[src/rtl/pipe_stage_skid.sv]
// Purpose: single pipeline register stage with a one-entry skid buffer carrying PC/instruction pairs.
// Latency: 1 cycle from accept to presentation when the path is clear; sustains one entry per cycle.
// Backpressure: in_ready is registered (not skid full), so upstream sees no combinational path from out_ready.
module pipe_stage_skid #(
    parameter int                 PC_W        = 32,
    parameter int                 INSTR_W     = 32,
    parameter logic [INSTR_W-1:0] NOP_INSTR   = INSTR_W'(32'h0000_0013),
    parameter int                 STALL_CNT_W = 16
) (
    input  logic                   clk,
    input  logic                   reset,
    input  logic                   in_valid,
    output logic                   in_ready,
    input  logic [PC_W-1:0]        pc_in,
    input  logic [INSTR_W-1:0]     instr_in,
    input  logic                   flush,
    output logic                   out_valid,
    input  logic                   out_ready,
    output logic [PC_W-1:0]        pc_out,
    output logic [INSTR_W-1:0]     instr_out,
    output logic [STALL_CNT_W-1:0] stall_cnt
);

    // Main entry drives the outputs; skid entry catches the one entry that
    // arrives while main is stalled.
    logic                 main_vld;
    logic [PC_W-1:0]      main_pc;
    logic [INSTR_W-1:0]   main_instr;
    logic                 skid_vld;
    logic [PC_W-1:0]      skid_pc;
    logic [INSTR_W-1:0]   skid_instr;

    logic                 main_vld_nxt;
    logic [PC_W-1:0]      main_pc_nxt;
    logic [INSTR_W-1:0]   main_instr_nxt;
    logic                 skid_vld_nxt;
    logic [PC_W-1:0]      skid_pc_nxt;
    logic [INSTR_W-1:0]   skid_instr_nxt;

    logic                 accept;
    logic                 issue;

    assign in_ready  = ~skid_vld;
    assign accept    = in_valid & in_ready;
    assign issue     = main_vld & out_ready;

    assign out_valid = main_vld;
    assign pc_out    = main_pc;
    assign instr_out = main_vld ? main_instr : NOP_INSTR;

    // Next-state for both entries; flush drops everything, data regs only move on a load.
    always_comb begin
        main_vld_nxt   = main_vld;
        main_pc_nxt    = main_pc;
        main_instr_nxt = main_instr;
        skid_vld_nxt   = skid_vld;
        skid_pc_nxt    = skid_pc;
        skid_instr_nxt = skid_instr;

        if (flush) begin
            main_vld_nxt = 1'b0;
            skid_vld_nxt = 1'b0;
        end else if (!main_vld || issue) begin
            if (skid_vld) begin
                // Oldest entry sits in skid: promote it to keep FIFO order.
                main_vld_nxt   = 1'b1;
                main_pc_nxt    = skid_pc;
                main_instr_nxt = skid_instr;
                skid_vld_nxt   = accept;
                if (accept) begin
                    skid_pc_nxt    = pc_in;
                    skid_instr_nxt = instr_in;
                end
            end else begin
                main_vld_nxt = accept;
                if (accept) begin
                    main_pc_nxt    = pc_in;
                    main_instr_nxt = instr_in;
                end
            end
        end else if (accept) begin
            // Main is stalled: park the new entry in skid.
            skid_vld_nxt   = 1'b1;
            skid_pc_nxt    = pc_in;
            skid_instr_nxt = instr_in;
        end
    end

    // Entry registers with synchronous reset taking priority over everything.
    always_ff @(posedge clk) begin
        if (reset) begin
            main_vld   <= 1'b0;
            main_pc    <= '0;
            main_instr <= '0;
            skid_vld   <= 1'b0;
            skid_pc    <= '0;
            skid_instr <= '0;
        end else begin
            main_vld   <= main_vld_nxt;
            main_pc    <= main_pc_nxt;
            main_instr <= main_instr_nxt;
            skid_vld   <= skid_vld_nxt;
            skid_pc    <= skid_pc_nxt;
            skid_instr <= skid_instr_nxt;
        end
    end

    // Saturating count of cycles where downstream refused a presented entry; flush leaves it alone.
    always_ff @(posedge clk) begin
        if (reset) begin
            stall_cnt <= '0;
        end else if (main_vld && !out_ready && (stall_cnt != '1)) begin
            stall_cnt <= stall_cnt + STALL_CNT_W'(1);
        end
    end

endmodule

[config.mk]
export PLATFORM = sky130hd
export DESIGN_NAME = pipe_stage_skid
export DESIGN_NICKNAME = d
export VERILOG_FILES = /design/src/rtl/pipe_stage_skid.sv
export SDC_FILE = /design/constraint.sdc
export NUM_CORES = 1
export LEC_CHECK = 0
export BUFFER_PORTS_ARGS = -buffer_cell sky130_fd_sc_hd__buf_4
export CORE_UTILIZATION = 45
export CTS_CLUSTER_DIAMETER = 40
export DETAILED_ROUTE_END_ITERATION = 6
export HOLD_SLACK_MARGIN = 0.08
export PLACE_DENSITY = 0.73
export SLEW_MARGIN = 20
export SYNTH_ARGS = -nofsm -noshare
export SYNTH_HDL_FRONTEND = slang
export SYNTH_SLANG_ARGS = --single-unit
[constraint.sdc]
create_clock -name clk -period 3.85 [get_ports clk]
set_input_delay 0.1925 -clock clk [delete_from_list [all_inputs] [get_ports clk]]
set_output_delay 0.1925 -clock clk [all_outputs]
set_load 0.01 [all_outputs]
==> results of run 1 <==
-- registers in the layout, summed over array words and instances (netlist names) --
signal / flops
pc_out: 32
out_valid: 1
skid_pc: 32
stall_cnt: 16
main_instr: 32
skid_instr: 32
skid_vld: 1
-- cell usage after synthesis (2+ instances only) --
cell type / instances / share of area, %
nand3_1: 4 / 0.33
inv_1: 4 / 0.25
or3_1: 2 / 0.21
buf_1: 8 / 0.50
and3_1: 2 / 0.21
nand4_1: 2 / 0.21
o31ai_1: 3 / 0.37
a211oi_1: 65 / 8.1
nand2_1: 135 / 8.4
a311oi_1: 2 / 0.29
nor2_1: 78 / 4.8
or4_1: 4 / 0.50
mux2i_1: 65 / 11
nor3_1: 7 / 0.58
nor2b_1: 6 / 0.62
nor4_1: 6 / 0.62
clkbuf_1: 47 / 2.9
buf_2: 2 / 0.17
nand2b_1: 4 / 0.41
dfxtp_1: 146 / 48
and2_1: 29 / 3.0
a21oi_1: 70 / 5.8
mux2_2: 6 / 1.1
-- path summary, 6_finish.rpt --
| path | end | slack [ns] | from | cells after the start |
|---|---|---|---|---|
| worst max register to register | pc_out[21]$_SDFFE_PP0P_ | 1.59 | skid_vld$_SDFFE_PP0P_ | 5 |
| worst max-delay path | pc_out[21]$_SDFFE_PP0P_ | 1.59 | skid_vld$_SDFFE_PP0P_ | 5 |
| worst min-delay path | skid_vld$_SDFFE_PP0P_ | 0.16 | in_valid | 3 |
| worst min register to register | skid_instr[22]$_SDFFE_PP0P_ | 0.45 | skid_instr[22]$_SDFFE_PP0P_ | 2 |
-- cells by family after synthesis --
group                      Yosys count  share of synthesized area (%)
adders and majority gates            1                         0.2068
and+or+nand+nor                    283                          20.48
muxes                               71                          11.87
AOI/OAI and AO/OA                  146                          15.31
DFF                                146                          48.31
buffers and inverters               61                          3.826
-- worst max-delay path: stages, from the launching register on --
cell,delay (ns)
dfxtp_4,0.65
nor2_1,0.16
nor3_2,0.18
buf_4,0.73
nor2_1,0.10
a211oi_1,0.27
-- cell usage in the layout, fill, tap and decap left out, types with 2 or more instances in the layout --
master         instances
nor4_1                 6
mux2_2                 6
inv_1                  4
nor2b_1                6
bufinv_16              2
clkbuf_1               5
clkbuf_16             17
and2_1                29
clkinv_2               3
nor3_1                 6
nor2_1                78
a311oi_1               2
nand2b_1               4
or4_1                  4
buf_4                156
or3_1                  2
a21oi_1               70
dlygate4sd3_1         65
o31ai_1                3
nand3_1                3
dfxtp_1              145
mux2i_1               65
nand2_1              135
nand4_1                2
a211oi_1              65
clkbuf_8               4
-- final cells by class --
class | count | area [um2] | share of cell area, %
timing repair buffer | 221 | 1822 | 21.52
multi-input combinational | 501 | 2910 | 34.38
antenna | 1 | 2.502 | 0.02956
clock inverter | 5 | 75.07 | 0.8868
tap | 172 | 215.2 | 2.542
inverter | 4 | 15.01 | 0.1774
sequential | 146 | 2927 | 34.57
clock buffer | 26 | 499.2 | 5.897
-- metal layers --
metal	share of wire [%]	wire length, um
met5	0	0
met2	48	7544
met1	44	6849
met4	3.4	537
met3	4.9	763
-- power groups by stage --
stage                     clock network (mW)  logic (mW)  registers [mW]
after floorplan                            0       0.139            1.63
after global placement                     0       0.280            1.62
after detailed placement                   0       0.289            1.63
after CTS                               1.63       0.343            1.59
after global routing                    1.69       0.378            1.60
final                                   1.60       0.345            1.59
==> results.json, run 1 <==
{
  "busiest_layer": "met2",
  "run_status": "complete, no violations",
  "postCtsSetupRepairBufs": 0,
  "power.share.clock_pct": 45.2,
  "fp.dieArea_um2": 13910,
  "period_share_pct": 58.69,
  "drc": 0,
  "cp.required_ns": 4.16,
  "cts_buffer_depth": 2,
  "wire_per_inst_um": 14.59,
  "met3_usage_pct": 5.814,
  "hold_class": "in -> reg",
  "netlist_instances": 708,
  "cts_max_level": 4,
  "grt-ovfl-total": 0,
  "firstDrtPassIters": 4,
  "grtUsageMet1_pct": 27.94,
  "hold-worst-slack_ns": 0.1577,
  "ys.flop_type": "dfxtp_1",
  "nFillCells": 1042,
  "syn-num-nets": 778,
  "arrival_ns": 2.57,
  "syn_to_final_growth_pct": 39.94,
  "core_um2": 12880,
  "setup_tns_ns": 0,
  "grt_max_degree": 108,
  "dp_slack_ns": 1.661,
  "antenna_left": 0,
  "startpoint_type": "register",
  "ys_seq_area_share_pct": 48.31,
  "rsz0062_at_grt": "no",
  "finalHoldViolCount": 0,
  "numCtsBuffers": 17,
  "fin_nets": 961,
  "setup_ws_ns": 1.590,
  "setup_viol": 0,
  "synth-seq-cells": 146,
  "synth_area_um2": 6050,
  "maxSlewHeadroom_pct": 26.76,
  "path_max_fanout": 96,
  "io_pins": 151,
  "fin_crit_ns": 2.260,
  "ir_drop_uv": 243.2,
  "power_mw": 3.537,
  "cts_tree": "done",
  "root_buffer": "clkbuf_16",
  "avgSynthCellArea_um2": 8.545,
  "utilization_pct": 65.75,
  "hold_buffers": 65,
  "gr-usage-all-layers_pct": 23.04,
  "max-cap-violations": 0,
  "initial_core_util_pct": 46.98,
  "port_buffers": 150,
  "worst_pin_slew_ns": 1.099,
  "path_class": "reg -> reg",
  "chipHeight_um": 117.9,
  "switching_share_pct": 21.92,
  "synth_cell_types": 34,
  "p_per_area_nw_per_um2": 417.9,
  "clock_latency_ns": 0.41,
  "endpoint_kind": "register",
  "p_int_mw": 2.762,
  "via_per_inst": 5.224,
  "wl_um": 15700,
  "p_seq_share_pct": 45.1,
  "die_width_um": 117.9,
  "first_global_vias": 5435,
  "clk_pin_slew_ns": 0.06,
  "drtIter0Drc": 360,
  "power_switching_mw": 0.7755,
  "vias": 5621,
  "synth_edf_count": 0,
  "fin_cells": 1076,
  "grtUsageMet2_pct": 36.91,
  "drv_slew": 0,
  "antenna_found_initial": 1,
  "cts_resized": 0,
  "fin_area_um2": 8466,
  "async_flop_share_pct": 0,
  "yosys_warnings": 0,
  "placed_cell_area_um2": 7238,
  "max_freq_mhz": 442.5,
  "skew_ns": 0.004975,
  "dp_hpwl_um": 9521,
  "cts.sink_count": 146,
  "grt_pass1_wl_um": 25860,
  "dp.cells": 979,
  "combPwrFrac_pct": 9.8,
  "place.gp.congestion": 0.7911,
  "p_leak_nw": 3.162,
  "placementRows": 41,
  "drive_gt1_share_pct": 21.48
}
No activity file was read; power rests on OpenSTA's default activity.
==> inputs of run 2 (changes only) <==
--- a/config.mk
+++ b/config.mk
@@ -5,12 +5,13 @@
 export SDC_FILE = /design/constraint.sdc
 export NUM_CORES = 1
 export LEC_CHECK = 0
+export ABC_AREA = 1
 export BUFFER_PORTS_ARGS = -buffer_cell sky130_fd_sc_hd__buf_4
 export CORE_UTILIZATION = 45
 export CTS_CLUSTER_DIAMETER = 40
 export DETAILED_ROUTE_END_ITERATION = 6
 export HOLD_SLACK_MARGIN = 0.08
-export PLACE_DENSITY = 0.73
+export PLACE_DENSITY = 0.75
 export SLEW_MARGIN = 20
 export SYNTH_ARGS = -nofsm -noshare
 export SYNTH_HDL_FRONTEND = slang
==> constraint.sdc (replaced) <==
create_clock -name clk -period 1.9 [get_ports clk]
set_input_delay 0.095 -clock clk [delete_from_list [all_inputs] [get_ports clk]]
set_output_delay 0.095 -clock clk [all_outputs]
set_load 0.01 [all_outputs]
==> run 2 against run 1 <==
  * Cell count increased by 26%
  * Highest routed layer unchanged
  * Largest power group is now sequential cells
  * Sequential share of layout area decreased by 2.3 points
  * Critical path depth increased by 2
  * Sequential power increased by 100%
  * Synthesized cell count increased by 37%
  * Largest cell class unchanged
  * Power increased by 100%
==> results.json, run 2 <==
{
  "fin_area_um2": 9051,
  "grt_max_degree": 105,
  "timing.rr.end": "skid_pc[13]$_SDFFE_PP0P_",
  "reg2reg_depth": 7,
  "crit_path_start": "flush",
  "startpoint_type": "primary input",
  "run_status": "complete, no violations",
  "maxSlewHeadroom_pct": 57.78,
  "postCtsSetupRepairBufs": 0,
  "synth_cell_types": 26,
  "core_um2": 14100,
  "ys.flop_type": "dfxtp_1",
  "clock_latency_ns": 0.41,
  "period_share_pct": 94.13,
  "p_per_area_nw_per_um2": 796.7,
  "firstDrtPassIters": 5,
  "syn_to_final_growth_pct": 37.37,
  "hold_buffers": 68,
  "avgSynthCellArea_um2": 6.772,
  "initial_core_util_pct": 46.74,
  "gr-usage-all-layers_pct": 22.18,
  "path_common_cell": "dlygate4sd3_1",
  "most-common-layout-cells": "nand2_1 (227), buf_4 (159), dfxtp_1 (145), inv_1 (135), nor2_1 (120)",
  "multi_input_area_um2": 2814,
  "ys_seq_area_share_pct": 44.36,
  "endpoint_kind": "register",
  "hp-start": "in_valid",
  "place.gp.congestion": 0.8527,
  "grt-ovfl-total": 0,
  "antenna_left": 0,
  "via_per_inst": 4.782,
  "io_pins": 151,
  "chipHeight_um": 123.0,
  "synth_area_leader_cell": "dfxtp_1",
  "skew_ns": 0.008489,
  "synth_most_common_cell": "nand2_1",
  "ff_latch_area_um2": 2924,
  "die_width_um": 123.0,
  "cts_tree": "done",
  "nFillCells": 1267,
  "fin_nets": 1233,
  "max-cap-violations": 0,
  "setup_tns_ns": 0,
  "drc": 0,
  "cp_slowest_cell": "dlygate4sd3_1",
  "synth-seq-cells": 146,
  "dp_hpwl_um": 9786,
  "ir_drop_uv": 670.0,
  "grt_pass1_wl_um": 26520,
  "cts_max_level": 4,
  "p_leak_nw": 4.217,
  "rsz0062_at_grt": "no",
  "drv_slew": 0,
  "synth_area_leaders": "dfxtp_1 (44%), nand2_1 (13%), o21ai_0 (8.1%)",
  "setup_viol": 0,
  "netlist_instances": 973,
  "fp.dieArea_um2": 15130,
  "cp.required_ns": 2.25,
  "finalHoldViolCount": 0,
  "async_flop_share_pct": 0,
  "clk_pin_slew_ns": 0.05,
  "min_to": "skid_vld$_SDFFE_PP0P_",
  "cpPeakStageDelay_ns": 0.59,
  "cts_resized": 0,
  "arrival_ns": 2.14,
  "worst_pin_slew_ns": 0.6332,
  "placementRows": 43,
  "yosysTopAreaCellShare_pct": 44.36,
  "fin_crit_ns": 1.788,
  "drive_gt1_share_pct": 18.96,
  "cts_buffer_depth": 2,
  "root_buffer": "clkbuf_16",
  "numCtsBuffers": 17,
  "yosys_warnings": 0,
  "layout_commonest_cell": "nand2_1",
  "antenna_found_initial": 0,
  "wl_um": 16370,
  "n_antenna_cell": 0,
  "port_buffers": 150,
  "vias": 6484,
  "max_freq_mhz": 559.2,
  "path_max_fanout": 2,
  "first_global_vias": 5820,
  "hold_class": "in -> reg",
  "synth_common_cells": "nand2_1 (227), dfxtp_1 (146), inv_1 (135)",
  "hold_depth": 5,
  "synth_edf_count": 0,
  "regToRegStartpoint": "out_valid$_SDFFE_PP0N_",
  "drtIter0Drc": 469,
  "path_class": "in -> reg",
  "crit_chain": "dlygate4sd3_1 -> buf_4 -> nor2_1 -> dlygate4sd3_1 -> nand2_1 -> nand2_1 -> dlygate4sd3_1",
  "wire_per_inst_um": 12.07,
  "ff2ff_setup_slack_ns": 0.34,
  "placed_cell_area_um2": 7804,
  "cts.sink_count": 146,
  "synth_area_um2": 6589,
  "syn-num-nets": 1043
}
[run 2: power by group]
| part | switching (mW) | total (mW) | internal, mW |
|---|---|---|---|
| clock | 1.24 | 3.17 | 1.92 |
| sequential | 0.0639 | 3.25 | 3.18 |
| combinational | 0.390 | 0.794 | 0.405 |
[run 2: how the worst max path moves through the flow]
stage	end	depth (start not counted)	slack, ns
after detailed placement	skid_pc[13]$_SDFFE_PP0P_	7	0.33
final	out_valid$_SDFFE_PP0N_	7	0.11
after global routing	out_valid$_SDFFE_PP0N_	7	0.04
after floorplan	stall_cnt[15]$_SDFFE_PP0P_	7	0.45
after CTS	out_valid$_SDFFE_PP0N_	7	0.15
after global placement	skid_pc[12]$_SDFFE_PP0P_	7	0.33
[run 2: metal layers]
| layer | GRT usage (%) | up-vias | wire, um |
|---|---|---|---|
| met5 | 0 | - | 0 |
| met4 | 8.358 | 0 | 221 |
| met3 | 4.705 | 17 | 798 |
| met2 | 38.20 | 151 | 7991 |
| met1 | 27.09 | 2901 | 7357 |
| li1 | - | 3415 | - |
[run 2: logic make-up after synthesis]
kind of cell / count (synthesis) / share of synthesized area, %
compound gates: 253 / 20.05
fa+ha+maj: 1 / 0.1899
buf+inv: 201 / 13.12
flops: 146 / 44.36
simple gates: 372 / 22.27
[run 2: through the flow]
step                      total power, mW  util (%)  hold WS, ns  instances  setup WS [ns]
after floorplan                     3.678         -       0.2389        973         0.4495
after global placement              3.978     55.36       0.3433       1256         0.3322
after detailed placement            3.987     55.36       0.3510       1256         0.3273
after CTS                           7.259     64.21       0.1150       1356         0.1484
after global routing                7.511     64.21       0.1492       1356        0.03572
final                               7.211     64.21       0.1279       1356         0.1116
[run 2: area by class of cell]
| type | instances | area share (%) |
|---|---|---|
| clock buffers | 22 | 5.350 |
| clock inverters | 10 | 0.9124 |
| inverters | 139 | 5.820 |
| multi-input cells | 626 | 31.09 |
| flip-flops and latches | 146 | 32.31 |
| well taps | 180 | 2.488 |
| repair buffers | 233 | 22.03 |
[run 2: worst max-delay path, delay by kind of cell]
| kind | cells | cell delay, ns |
|---|---|---|
| buf+inv | 4 | 1.81 |
| simple gates | 3 | 0.23 |
